===== src/rtl/button_conditioner.sv =====
// Synchronizes, debounces and edge-detects three pushbuttons into single-cycle press pulses.
// Optional auto-repeat for left/right is enabled by defining BUTTON_AUTO_REPEAT_EN.
module button_conditioner #(
  parameter int DEBOUNCE_CYCLES = 500000,
  parameter int REPEAT_DELAY    = 25000000,
  parameter int REPEAT_PERIOD   = 10000000
) (
  input  logic clk,
  input  logic rst,
  input  logic left_raw,
  input  logic right_raw,
  input  logic put_raw,
  output logic left,
  output logic right,
  output logic put
);

  localparam int MAX_AB = (DEBOUNCE_CYCLES > REPEAT_DELAY) ? DEBOUNCE_CYCLES : REPEAT_DELAY;
  localparam int MAXP   = (MAX_AB > REPEAT_PERIOD) ? MAX_AB : REPEAT_PERIOD;
  localparam int CW     = $clog2(MAXP) + 1;

  // bit 0 = left, bit 1 = right, bit 2 = put
  logic [2:0]    raw_s;
  logic [2:0]    sync1_q;
  logic [2:0]    sync2_q;
  logic [2:0]    stable_q;
  logic [2:0]    stable_d;
  logic [2:0]    stable_prev_q;
  logic [CW-1:0] cnt_q [3];
  logic [CW-1:0] cnt_d [3];
  logic [2:0]    rise_s;
  logic [1:0]    rep_fire_s;
  logic [2:0]    ev_s;
  logic          left_q, right_q, put_q;
  logic          left_d, right_d, put_d;

  assign raw_s  = {put_raw, right_raw, left_raw};
  assign rise_s = stable_q & ~stable_prev_q;

  // Mismatch counting: flip the debounced level once the synchronized value has disagreed long enough
  always_comb begin
    for (int i = 0; i < 3; i++) begin
      stable_d[i] = stable_q[i];
      cnt_d[i]    = '0;
      if (sync2_q[i] != stable_q[i]) begin
        if (cnt_q[i] >= CW'(DEBOUNCE_CYCLES - 1)) begin
          stable_d[i] = ~stable_q[i];
          cnt_d[i]    = '0;
        end else begin
          cnt_d[i] = cnt_q[i] + CW'(1);
        end
      end else begin
        cnt_d[i] = '0;
      end
    end
  end

  // Synchronizers, debounced levels and mismatch counters
  always_ff @(posedge clk or negedge rst) begin
    if (!rst) begin
      sync1_q       <= 3'b000;
      sync2_q       <= 3'b000;
      stable_q      <= 3'b000;
      stable_prev_q <= 3'b000;
      for (int i = 0; i < 3; i++) cnt_q[i] <= '0;
    end else begin
      sync1_q       <= raw_s;
      sync2_q       <= sync1_q;
      stable_q      <= stable_d;
      stable_prev_q <= stable_q;
      for (int i = 0; i < 3; i++) cnt_q[i] <= cnt_d[i];
    end
  end

`ifdef BUTTON_AUTO_REPEAT_EN
  // Timer value N means N edges have passed since the last pulse; zero means idle.
  logic [CW-1:0] rep_cnt_q [2];
  logic [CW-1:0] rep_cnt_d [2];
  logic [1:0]    rep_first_q;
  logic [1:0]    rep_first_d;

  // Repeat timers for left/right, restarted by each initial or repeat pulse
  always_comb begin
    for (int i = 0; i < 2; i++) begin
      rep_cnt_d[i]   = rep_cnt_q[i];
      rep_first_d[i] = rep_first_q[i];
      rep_fire_s[i]  = 1'b0;
      if (!stable_q[i]) begin
        rep_cnt_d[i]   = '0;
        rep_first_d[i] = 1'b1;
      end else if (rise_s[i]) begin
        rep_cnt_d[i]   = CW'(1);
        rep_first_d[i] = 1'b1;
      end else if (rep_cnt_q[i] != '0) begin
        if (rep_cnt_q[i] == (rep_first_q[i] ? CW'(REPEAT_DELAY) : CW'(REPEAT_PERIOD))) begin
          rep_fire_s[i]  = 1'b1;
          rep_cnt_d[i]   = CW'(1);
          rep_first_d[i] = 1'b0;
        end else if (rep_cnt_q[i] != {CW{1'b1}}) begin
          rep_cnt_d[i] = rep_cnt_q[i] + CW'(1);
        end else begin
          rep_cnt_d[i] = rep_cnt_q[i];
        end
      end else begin
        rep_cnt_d[i] = rep_cnt_q[i];
      end
    end
  end

  // Repeat timer state
  always_ff @(posedge clk or negedge rst) begin
    if (!rst) begin
      rep_first_q <= 2'b11;
      for (int i = 0; i < 2; i++) rep_cnt_q[i] <= '0;
    end else begin
      rep_first_q <= rep_first_d;
      for (int i = 0; i < 2; i++) rep_cnt_q[i] <= rep_cnt_d[i];
    end
  end
`else
  assign rep_fire_s = 2'b00;
`endif

  assign ev_s = {rise_s[2], rise_s[1] | rep_fire_s[1], rise_s[0] | rep_fire_s[0]};

  // Conflict arbitration: put wins, simultaneous left+right cancel; never high two cycles running
  always_comb begin
    put_d   = ev_s[2] & ~put_q;
    left_d  = ev_s[0] & ~ev_s[1] & ~ev_s[2] & ~left_q;
    right_d = ev_s[1] & ~ev_s[0] & ~ev_s[2] & ~right_q;
  end

  // Registered pulse outputs
  always_ff @(posedge clk or negedge rst) begin
    if (!rst) begin
      left_q  <= 1'b0;
      right_q <= 1'b0;
      put_q   <= 1'b0;
    end else begin
      left_q  <= left_d;
      right_q <= right_d;
      put_q   <= put_d;
    end
  end

  assign left  = left_q;
  assign right = right_q;
  assign put   = put_q;

endmodule


===== config.mk =====
export PLATFORM = sky130hd
export DESIGN_NAME = button_conditioner
export DESIGN_NICKNAME = d
export VERILOG_FILES = /design/src/rtl/button_conditioner.sv
export SDC_FILE = /design/constraint.sdc
export NUM_CORES = 1
export LEC_CHECK = 0
export BUFFER_PORTS_ARGS = -buffer_cell sky130_fd_sc_hd__buf_2
export CELL_PAD_IN_SITES_DETAIL_PLACEMENT = 2
export CELL_PAD_IN_SITES_GLOBAL_PLACEMENT = 2
export CORE_AREA = 2 2 89 113
export DETAILED_ROUTE_END_ITERATION = 16
export DIE_AREA = 0 0 91 115
export PLACE_DENSITY = 0.81
export REMOVE_ABC_BUFFERS = 1
export SKIP_LAST_GASP = 1
export SYNTH_ARGS = -nofsm -noshare
export SYNTH_HDL_FRONTEND = slang
export SYNTH_SLANG_ARGS = --single-unit

===== constraint.sdc =====
create_clock -name clk -period 5.65 [get_ports clk]
set_input_delay 0.2825 -clock clk [delete_from_list [all_inputs] [get_ports clk]]
set_output_delay 0.2825 -clock clk [all_outputs]
set_load 0.01 [all_outputs]

==> flow_metrics.py, run 1 <==
metrics = {
    "clock_tree": {
        "path_clk_slew_ns": 0.06,
        "cts_tree": "done",
        "insertion_delay_ns": 0.35,
        "cts_hold_buf": 1,
        "cts-root-buf": "clkbuf_16",
        "post_cts_resized": 0,
        "htree_levels": 3,
        "cts_buffers": 9,
        "clkSinkCount": 93,
        "post_cts_buffers": 0,
        "clock_path_buffers": 2,
    },
    "power_and_ir_drop": {
        "power.total_mw": 1.386,
        "irDropWorstVdd_uv": 175.0,
        "leakage_nw": 1.770,
        "power.density_nw_per_um2": 293.6,
    },
    "placement": {
        "port_buffers": 7,
        "gp_congestion": 0.7489,
        "place_hpwl_um": 7332,
    },
    "global_routing": {
        "grt_pass1_vias": 3610,
        "gr-usage-all-layers_pct": 24.96,
        "grt_pass1_wl_um": 19870,
        "busiest_layer": "met2",
        "grt_overflow": 0,
        "grt_use_met3_pct": 4.587,
        "antenna_found_initial": 0,
        "grt_max_degree": 53,
        "grtUsageMet2_pct": 46.02,
        "gr-usage-met1_pct": 28.72,
    },
    "die": {
        "ios": 8,
        "die_w_um": 91,
        "fp.coreArea_sq_um": 9409,
        "start_util_pct": 44.02,
        "die_h_um": 115,
        "rows": 40,
        "dieArea_sq_um": 10470,
    },
    "critical_path": {
        "crit_type": "register to register",
        "path_cells": "ha_1 > nand4_1 > and3_1 > o31ai_2 > buf_4 > mux2_1",
        "r2r_start": "cnt_q[52]",
        "cp.required_ns": 5.87,
        "crit_path_end_kind": "register",
        "crit_fanout": 12,
        "r2r_slack_ns": 3.03,
        "startpoint_type": "register",
        "path_buf_inv": 1,
        "worst_ep_arrival_time_ns": 2.84,
        "r2r_cells": 6,
        "path_delay_family": "compound AO/OA/AOI/OAI gates",
        "cpPeakStageDelay_ns": 0.62,
        "slowest_stage": "o31ai_2",
        "rr_endpoint": "stable_q[0]",
    },
    "synth": {
        "synth_fa_ha_area_share_pct": 0.9063,
        "post-synth-top-area-cell": "dfrtp_1",
        "synth_common_cells": "dfrtp_1, nor3_1, xnor2_1, nand3_1, nand2_1",
        "synth_async_sr_flop_share_pct": 100.0,
        "synth-simple-area-share_pct": 24.05,
        "synth-xor-area-share_pct": 9.094,
        "synth_compound_area_share_pct": 6.677,
        "ys_seq_area_share_pct": 56.19,
        "synthesis.area_sq_um": 4141,
        "synth.area.mux_share_pct": 0.2719,
        "ys_ff_latch": 93,
        "yosys_warnings": 0,
        "syn_inst": 379,
        "synth_most_common_cell": "dfrtp_1",
        "yosys-top-cells-area": "dfrtp_1, nor3_1, xnor2_1, xor2_1, nand4_1",
        "syn_area_per_cell_sq_um": 10.93,
        "synth.distinct_cells": 36,
        "synth_top_family_by_area": "simple AND/OR/NAND/NOR gates",
        "synth_edf_count": 0,
        "synthFlopType": "dfrtp_1",
        "synth_top_area_share_pct": 56.19,
    },
    "route": {
        "first_pass_iters": 4,
        "antenna_left": 0,
        "drt_iter0_markers": 111,
        "viasPerCell": 5.839,
        "drc": 0,
        "wire_per_inst_um": 22.40,
        "num_vias": 3124,
        "routed_wl_um": 11990,
    },
    "worst_hold_path": {
        "worstHoldStart": "right_raw",
        "min_path_cells": 1,
        "hold_path.class": "input port to register",
        "holdPathEnd": "sync1_q[1]",
    },
    "sta": {
        "finalSetupViolations": 0,
        "fin_crit_ns": 2.616,
        "final_max_slew_viol_count": 0,
        "worst_clock_skew_ns": 0.01458,
        "hold_viol": 0,
        "min_period_over_period_pct": 46.30,
        "maxSlewHeadroom_pct": 39.57,
        "setup-tns-final_ns": 0,
        "tightest_slew_ns": 0.9065,
        "max_freq_mhz": 382.3,
        "rsz0062_at_grt": "no",
    },
    "flow_run": {
        "maxCapViolations": 0,
    },
    "final_layout": {
        "drive_gt1_share_pct": 9.535,
        "syn2layout_area_growth_pct": 13.96,
        "nFillCells": 980,
        "nets": 412,
        "n_antenna_cell": 0,
    },
    "status": {
        "status": "complete, no violations",
    },
}
[power breakdown]
part,internal [mW],total [mW],switching (mW)
clock network,0.412,0.664,0.252
registers,0.679,0.687,0.00792
logic,0.00721,0.0345,0.0273
total,1.10,1.39,0.287
[area by class of cell]
cell class / count / area [sq um] / area share, %
Tap cell: 126 / 157.7 / 3.340
Clock inverter: 3 / 67.56 / 1.432
Sequential cell: 93 / 2327 / 49.31
Clock buffer: 13 / 260.3 / 5.514
Inverter: 10 / 37.54 / 0.7953
Multi-Input combinational cell: 278 / 1792 / 37.96
Timing Repair Buffer: 12 / 77.57 / 1.644
[through the flow]
| stage | instance area, sq um | instances | setup slack, ns | utilization, % | hold WS [ns] |
|---|---|---|---|---|---|
| 3_5_place_dp | 4382 | 518 | 3.069 | 46.57 | 0.3113 |
| 3_3_place_gp | 4382 | 518 | 3.234 | 46.57 | 0.2991 |
| 2_1_floorplan | 4141 | 381 | 2.825 | - | -0.01309 |
| 5_1_grt | 4720 | 535 | 2.852 | 50.16 | 0.02834 |
| 6_report | 4720 | 535 | 3.034 | 50.16 | 0.04597 |
| 4_1_cts | 4720 | 535 | 3.024 | 50.16 | 0.02744 |
[worst max path at each step]
stage,startpoint,to,slack [ns],cells after the start
global route,cnt_q[52],stable_q[0],2.85,6
global placement,cnt_q[26],cnt_q[44],3.23,6
detailed placement,cnt_q[52],stable_q[0],3.07,6
CTS,cnt_q[52],stable_q[0],3.02,6
floorplan,cnt_q[52],stable_q[0],2.83,5
finish,cnt_q[52],stable_q[0],3.03,6
[registers in the layout (all words and copies together), names as in the netlist]
| register | flops |
|---|---|
| left | 1 |
| put | 1 |
| sync1_q | 3 |
| sync2_q | 3 |
| right | 1 |
| stable_prev_q | 3 |
| cnt_q | 78 |
| stable_q | 3 |
[logic make-up (layout without fill, tap and decap cells)]
family	after synthesis	count (layout)
AND/OR/NAND/NOR	175	175
flip-flops	93	93
XOR/XNOR	43	43
AO/OA/AOI/OAI	35	35
buffers and inverters	28	38
adder cells (fa/ha/maj)	3	3
other	1	21
multiplexers	1	1
[cells in the final DEF (no fill, tap or decap), types with 3 or more instances in the layout]
cell type / count
nor3b_1: 3
nor2_1: 7
xor2_1: 18
nor4_1: 15
o31ai_1: 4
buf_2: 6
or4_1: 9
xnor2_1: 25
ha_1: 3
clkbuf_16: 9
nor2b_1: 3
inv_1: 10
buf_4: 5
nand4_1: 18
and4_1: 7
nand3_1: 22
dfrtp_1: 93
nand2b_1: 3
a211oi_2: 4
or3_1: 7
conb_1: 21
nor3_1: 53
a211oi_1: 9
o21ai_0: 6
nand2_1: 21
[metal layers]
metal	share of wire, %	vias to the layer above	wire, um
li1	-	1419	-
met3	2.0	20	236
met2	56	36	6730
met5	0	-	0
met4	2.3	0	272
met1	40	1649	4746
(Power assumes the default switching activity.)
==> run 2: changes to the inputs <==
--- a/config.mk
+++ b/config.mk
@@ -8,10 +8,10 @@
 export BUFFER_PORTS_ARGS = -buffer_cell sky130_fd_sc_hd__buf_2
 export CELL_PAD_IN_SITES_DETAIL_PLACEMENT = 2
 export CELL_PAD_IN_SITES_GLOBAL_PLACEMENT = 2
-export CORE_AREA = 2 2 89 113
+export CORE_AREA = 2 2 92 117
 export DETAILED_ROUTE_END_ITERATION = 16
-export DIE_AREA = 0 0 91 115
-export PLACE_DENSITY = 0.81
+export DIE_AREA = 0 0 94 119
+export PLACE_DENSITY = 0.76
 export REMOVE_ABC_BUFFERS = 1
 export SKIP_LAST_GASP = 1
 export SYNTH_ARGS = -nofsm -noshare
==> constraint.sdc (replaced) <==
create_clock -name clk -period 2.7 [get_ports clk]
set_input_delay 0.135 -clock clk [delete_from_list [all_inputs] [get_ports clk]]
set_output_delay 0.135 -clock clk [all_outputs]
set_load 0.01 [all_outputs]
==> flow_metrics.py, run 2 (synthesized netlist as in run 1, its figures left out) <==
metrics = {
    "status": {
        "status": "complete, no violations",
    },
    "power_and_ir_drop": {
        "leakage_nw": 1.787,
        "power.density_nw_per_um2": 564.2,
        "irDropWorstVdd_uv": 325.9,
    },
    "clock_tree": {
        "post_cts_buffers": 0,
        "htree_levels": 3,
        "insertion_delay_ns": 0.34,
        "path_clk_slew_ns": 0.06,
        "post_cts_resized": 0,
        "cts-root-buf": "clkbuf_16",
        "clkSinkCount": 93,
        "cts_tree": "done",
        "cts_buffers": 9,
        "clock_path_buffers": 2,
        "cts_hold_buf": 4,
    },
    "die": {
        "start_util_pct": 40.42,
        "dieArea_sq_um": 11190,
        "die_w_um": 94,
        "rows": 42,
        "fp.coreArea_sq_um": 10250,
        "ios": 8,
        "die_h_um": 119,
    },
    "sta": {
        "maxSlewHeadroom_pct": 49.82,
        "setup-tns-final_ns": 0,
        "finalSetupViolations": 0,
        "hold_viol": 0,
        "final_max_slew_viol_count": 0,
        "worst_clock_skew_ns": 0.004152,
        "max_freq_mhz": 453.8,
        "rsz0062_at_grt": "no",
        "tightest_slew_ns": 0.7459,
        "min_period_over_period_pct": 81.62,
        "whs_ns": 0.3433,
        "fin_crit_ns": 2.204,
    },
    "final_layout": {
        "fin_util_pct": 46.28,
        "layout_commonest_cell": "dfrtp_1",
        "nets": 419,
        "layout_common_cells": "dfrtp_1, nor3_1, xnor2_1",
        "nFillCells": 1087,
        "drive_gt1_share_pct": 10.34,
        "largest_reg_flops": 78,
        "instances_no_fill": 548,
        "syn2layout_area_growth_pct": 14.50,
        "n_antenna_cell": 0,
        "regMostFlops": "cnt_q",
    },
    "placement": {
        "dpl.cell_count": 528,
        "port_buffers": 7,
        "place_hpwl_um": 6776,
        "gp_congestion": 0.7405,
    },
    "critical_path": {
        "startpoint_type": "register",
        "worst_ep_arrival_time_ns": 2.43,
        "crit_path_end_kind": "register",
        "cp.required_ns": 2.93,
        "crit_fanout": 9,
        "crit_type": "register to register",
        "crit_start": "cnt_q[0]",
        "r2r_start": "cnt_q[0]",
        "slowest_stage": "o41ai_1",
        "path_cells": "ha_1 > and4_1 > o41ai_1 > a211oi_2 > buf_4 > a211oi_1",
        "cpPeakStageDelay_ns": 0.49,
    },
    "global_routing": {
        "grt_pass1_wl_um": 17690,
        "grt_pass1_vias": 3449,
        "grt_overflow": 0,
        "gr-usage-all-layers_pct": 20.25,
        "antenna_found_initial": 0,
        "grt_max_degree": 49,
    },
    "route": {
        "drc": 0,
        "routed_wl_um": 10250,
        "antenna_left": 0,
        "num_vias": 3030,
        "wire_per_inst_um": 18.71,
        "drt_iter0_markers": 142,
        "first_pass_iters": 4,
        "viasPerCell": 5.529,
    },
    "worst_hold_path": {
        "hold_path.class": "input port to async pin",
    },
    "flow_run": {
        "maxCapViolations": 0,
    },
}
==> run 2: cell count changes in the layout (fill, tap and decap cells not counted), sizes merged <==
cell,before,now
bufinv,2,0
clkinv,0,4
clkinvlp,1,0
buf,11,15
dlygate4sd3,1,4
clkbuf,13,12
==> run 2: area by class of cell <==
class / count / area [sq um] / area share, %
flip-flops and latches: 93 / 2327 / 49.08
clock inverters: 4 / 23.77 / 0.5013
well taps: 132 / 165.2 / 3.483
inverters: 10 / 37.54 / 0.7916
repair buffers: 19 / 150.1 / 3.166
clock buffers: 12 / 246.5 / 5.198
multi-input cells: 278 / 1792 / 37.78
==> run 2: layer usage <==
layer | vias up | wire length (um) | global-route usage (%)
met5 | - | 0 | 0
met4 | 0 | 119 | 5.435
met3 | 9 | 154 | 3.416
met2 | 16 | 5659 | 36.61
met1 | 1573 | 4321 | 24.63
li1 | 1432 | - | -
==> run 2: path summary, 6_finish.rpt <==
path	endpoint	slack, ns	cells past startpoint
worst min register to register	sync2_q[0]	0.35	0
min in group clk	sync2_q[0]	0.35	0
worst min-delay path	cnt_q[36]	0.34	2
worst max-delay path	cnt_q[18]	0.50	6
worst max register to register	cnt_q[18]	0.50	6
max in group asynchronous	cnt_q[69]	1.69	3
==> run 2: metrics by stage <==
| stage | worst slack (ns) | power, mW | area (sq um) |
|---|---|---|---|
| 3_5_place_dp | 0.5527 | 1.536 | 4432 |
| 2_1_floorplan | -0.1250 | 1.481 | 4141 |
| 6_report | 0.4963 | 2.675 | 4742 |
| 5_1_grt | 0.3324 | 2.797 | 4742 |
| 3_3_place_gp | 0.6630 | 1.530 | 4432 |
| 4_1_cts | 0.4516 | 2.718 | 4742 |
==> run 2: worst max-delay path: cells and delay by family, from the launching register on <==
kind                     cells  cell delay [ns]
flip-flops                   1             0.41
buffers and inverters        1             0.20
AND/OR/NAND/NOR              1             0.29
adder cells (fa/ha/maj)      1             0.28
AO/OA/AOI/OAI                3             0.90
==> run 2: where the power goes <==
group	leakage, nW	switching [mW]	internal (mW)	total, mW
Combinational	0.429	0.0554	0.0219	0.0773
Clock	0.136	0.516	0.647	1.16
Sequential	1.22	0.0144	1.42	1.44
==> run 3: changes to the inputs <==
--- a/config.mk
+++ b/config.mk
@@ -8,10 +8,10 @@
 export BUFFER_PORTS_ARGS = -buffer_cell sky130_fd_sc_hd__buf_2
 export CELL_PAD_IN_SITES_DETAIL_PLACEMENT = 2
 export CELL_PAD_IN_SITES_GLOBAL_PLACEMENT = 2
-export CORE_AREA = 2 2 92 117
+export CORE_AREA = 2 2 97 122
 export DETAILED_ROUTE_END_ITERATION = 16
-export DIE_AREA = 0 0 94 119
-export PLACE_DENSITY = 0.76
+export DIE_AREA = 0 0 99 124
+export PLACE_DENSITY = 0.73
 export REMOVE_ABC_BUFFERS = 1
 export SKIP_LAST_GASP = 1
 export SYNTH_ARGS = -nofsm -noshare
==> constraint.sdc (replaced) <==
create_clock -name clk -period 1.85 [get_ports clk]
set_input_delay 0.0925 -clock clk [delete_from_list [all_inputs] [get_ports clk]]
set_output_delay 0.0925 -clock clk [all_outputs]
set_load 0.01 [all_outputs]
==> flow_metrics.py, run 3 (synthesized netlist as in run 1, its figures left out) <==
metrics = {
    "clock_tree": {
        "clock_path_buffers": 2,
        "cts-root-buf": "clkbuf_16",
        "insertion_delay_ns": 0.35,
        "cts_buffers": 9,
        "clkSinkCount": 93,
        "path_clk_slew_ns": 0.07,
        "cts_tree": "done",
        "htree_levels": 3,
    },
    "route": {
        "num_vias": 3217,
        "antenna_left": 0,
        "first_pass_iters": 4,
        "drc": 0,
        "routed_wl_um": 11520,
        "routed-wl-met2_um": 6341,
        "wl_met1_um": 4819,
        "viasPerCell": 5.380,
        "dr.max_layer_used": "met4",
        "wire_per_inst_um": 19.27,
        "wl_met3_um": 197,
        "drt_iter0_markers": 140,
    },
    "flow_run": {
        "maxCapViolations": 0,
    },
    "sta": {
        "fin_crit_ns": 1.882,
        "min_period_over_period_pct": 101.7,
        "maxSlewHeadroom_pct": 64.62,
        "fin_ws_ns": -0.03182,
        "whs_ns": 0.2715,
        "finalSetupViolations": 3,
        "max_freq_mhz": 531.4,
        "rsz0062_at_grt": "yes",
        "worst_clock_skew_ns": 0.009663,
        "hold_viol": 0,
        "tightest_slew_ns": 0.5307,
        "final_max_slew_viol_count": 0,
    },
    "final_layout": {
        "nFillCells": 1100,
        "regMostFlops": "cnt_q",
        "nets": 466,
        "drive_gt1_share_pct": 30.24,
        "largest_reg_flops": 78,
        "syn2layout_area_growth_pct": 30.97,
        "n_antenna_cell": 0,
        "fin_util_pct": 49.18,
        "layout_common_cells": "dfrtp_1, buf_4, nor3_1",
        "layout_commonest_cell": "dfrtp_1",
        "instances_no_fill": 598,
    },
    "critical_path": {
        "cpPeakStageDelay_ns": 0.54,
        "startpoint_type": "register",
        "path_delay_family": "simple AND/OR/NAND/NOR gates",
        "slowest_stage": "or4_4",
        "cp.required_ns": 2.10,
        "path_buf_inv": 1,
        "crit_path_end_kind": "register",
        "crit_type": "register to register",
        "crit_fanout": 7,
        "path_cells": "or4_4 > nor4_4 > o31ai_2 > buf_4 > nor3_1",
        "worst_ep_arrival_time_ns": 2.13,
    },
    "placement": {
        "port_buffers": 7,
        "place_hpwl_um": 7473,
        "gp_congestion": 0.7977,
        "dpl.cell_count": 573,
        "place_ws_ns": -0.07640,
    },
    "die": {
        "rows": 43,
        "dieArea_sq_um": 12280,
        "die_w_um": 99,
        "die_h_um": 124,
        "start_util_pct": 37.55,
        "fp.coreArea_sq_um": 11030,
        "ios": 8,
    },
    "global_routing": {
        "grt_pass1_wl_um": 18820,
        "grt_max_degree": 40,
        "grt_overflow": 0,
        "grt_pass1_vias": 3653,
        "gr-usage-all-layers_pct": 19.82,
        "antenna_found_initial": 0,
    },
    "power_and_ir_drop": {
        "irDropWorstVdd_uv": 438.1,
        "power.internal_mw": 3.139,
        "p_comb_share_pct": 3.0,
        "switching_share_pct": 22.76,
        "p_sw_mw": 0.9252,
        "p_clk_share_pct": 45.3,
        "power.density_nw_per_um2": 749.4,
        "leakage_nw": 2.096,
        "pwr-share-seq_pct": 51.8,
    },
    "status": {
        "status": "finished with violations",
        "violations": "setup timing",
    },
    "worst_hold_path": {
        "hold_path.class": "input port to async pin",
    },
}
run 3: cell types whose count changed in the layout (fill, tap and decap cells not counted), sizes merged:
cell,change
inv,+1
buf,+47
clkinv,-2
clkinvlp,+1
run 3: power by group through the flow:
stage               Combinational, mW  Clock (mW)  Sequential, mW
floorplan                      0.0344           0            2.13
global placement                0.109           0            2.13
detailed placement              0.114           0            2.13
CTS                             0.121        1.90            2.10
global route                    0.139        1.96            2.11
finish                          0.121        1.84            2.10
run 3: final timing paths:
check,to,from,slack [ns],cells past startpoint
worst min-delay path,cnt_q[41],rst,0.27,2
worst min register to register,sync2_q[1],sync1_q[1],0.37,0
max in group asynchronous,cnt_q[8],rst,0.90,3
min in group clk,sync2_q[1],sync1_q[1],0.37,0
worst max-delay path,cnt_q[64],cnt_q[71],-0.03,5
worst max register to register,cnt_q[64],cnt_q[71],-0.03,5
run 3: layer usage:
layer,vias up,global-route usage (%)
met5,-,0
met2,22,36.87
met4,0,7.534
li1,1520,-
met1,1661,22.93
met3,14,2.974
run 3: worst register-to-register path, cell delays in order (launching register included):
cell and delay [ns]:
dfrtp_1 0.39, or4_4 0.54, nor4_4 0.29, o31ai_2 0.14, buf_4 0.19, nor3_1 0.22
run 3: stage by stage:
stage | TNS, ns | area (sq um) | total power [mW]
finish | -0.05802 | 5424 | 4.065
global route | -1.270 | 5424 | 4.206
CTS | -0.01714 | 5204 | 4.117
detailed placement | -0.8120 | 4751 | 2.248
global placement | 0 | 4751 | 2.239
floorplan | -42.20 | 4141 | 2.162
run 3: area by class of cell:
type,instances,area (sq um),area share [%]
repair buffers,66,529.3,9.758
clock buffers,12,266.5,4.914
well taps,135,168.9,3.114
flip-flops and latches,93,2331,42.98
clock inverters,4,30.03,0.5536
multi-input cells,278,2061,37.99
inverters,10,37.54,0.6920
run 3: timing repair:
item,CTS,global route
endpoints found under the hold margin,40,0
gates resized for setup,18,44
endpoints found under the setup margin,53,54
setup buffers,2,2
cloned,1,0
hold buffers,4,0
pin swaps,1,6
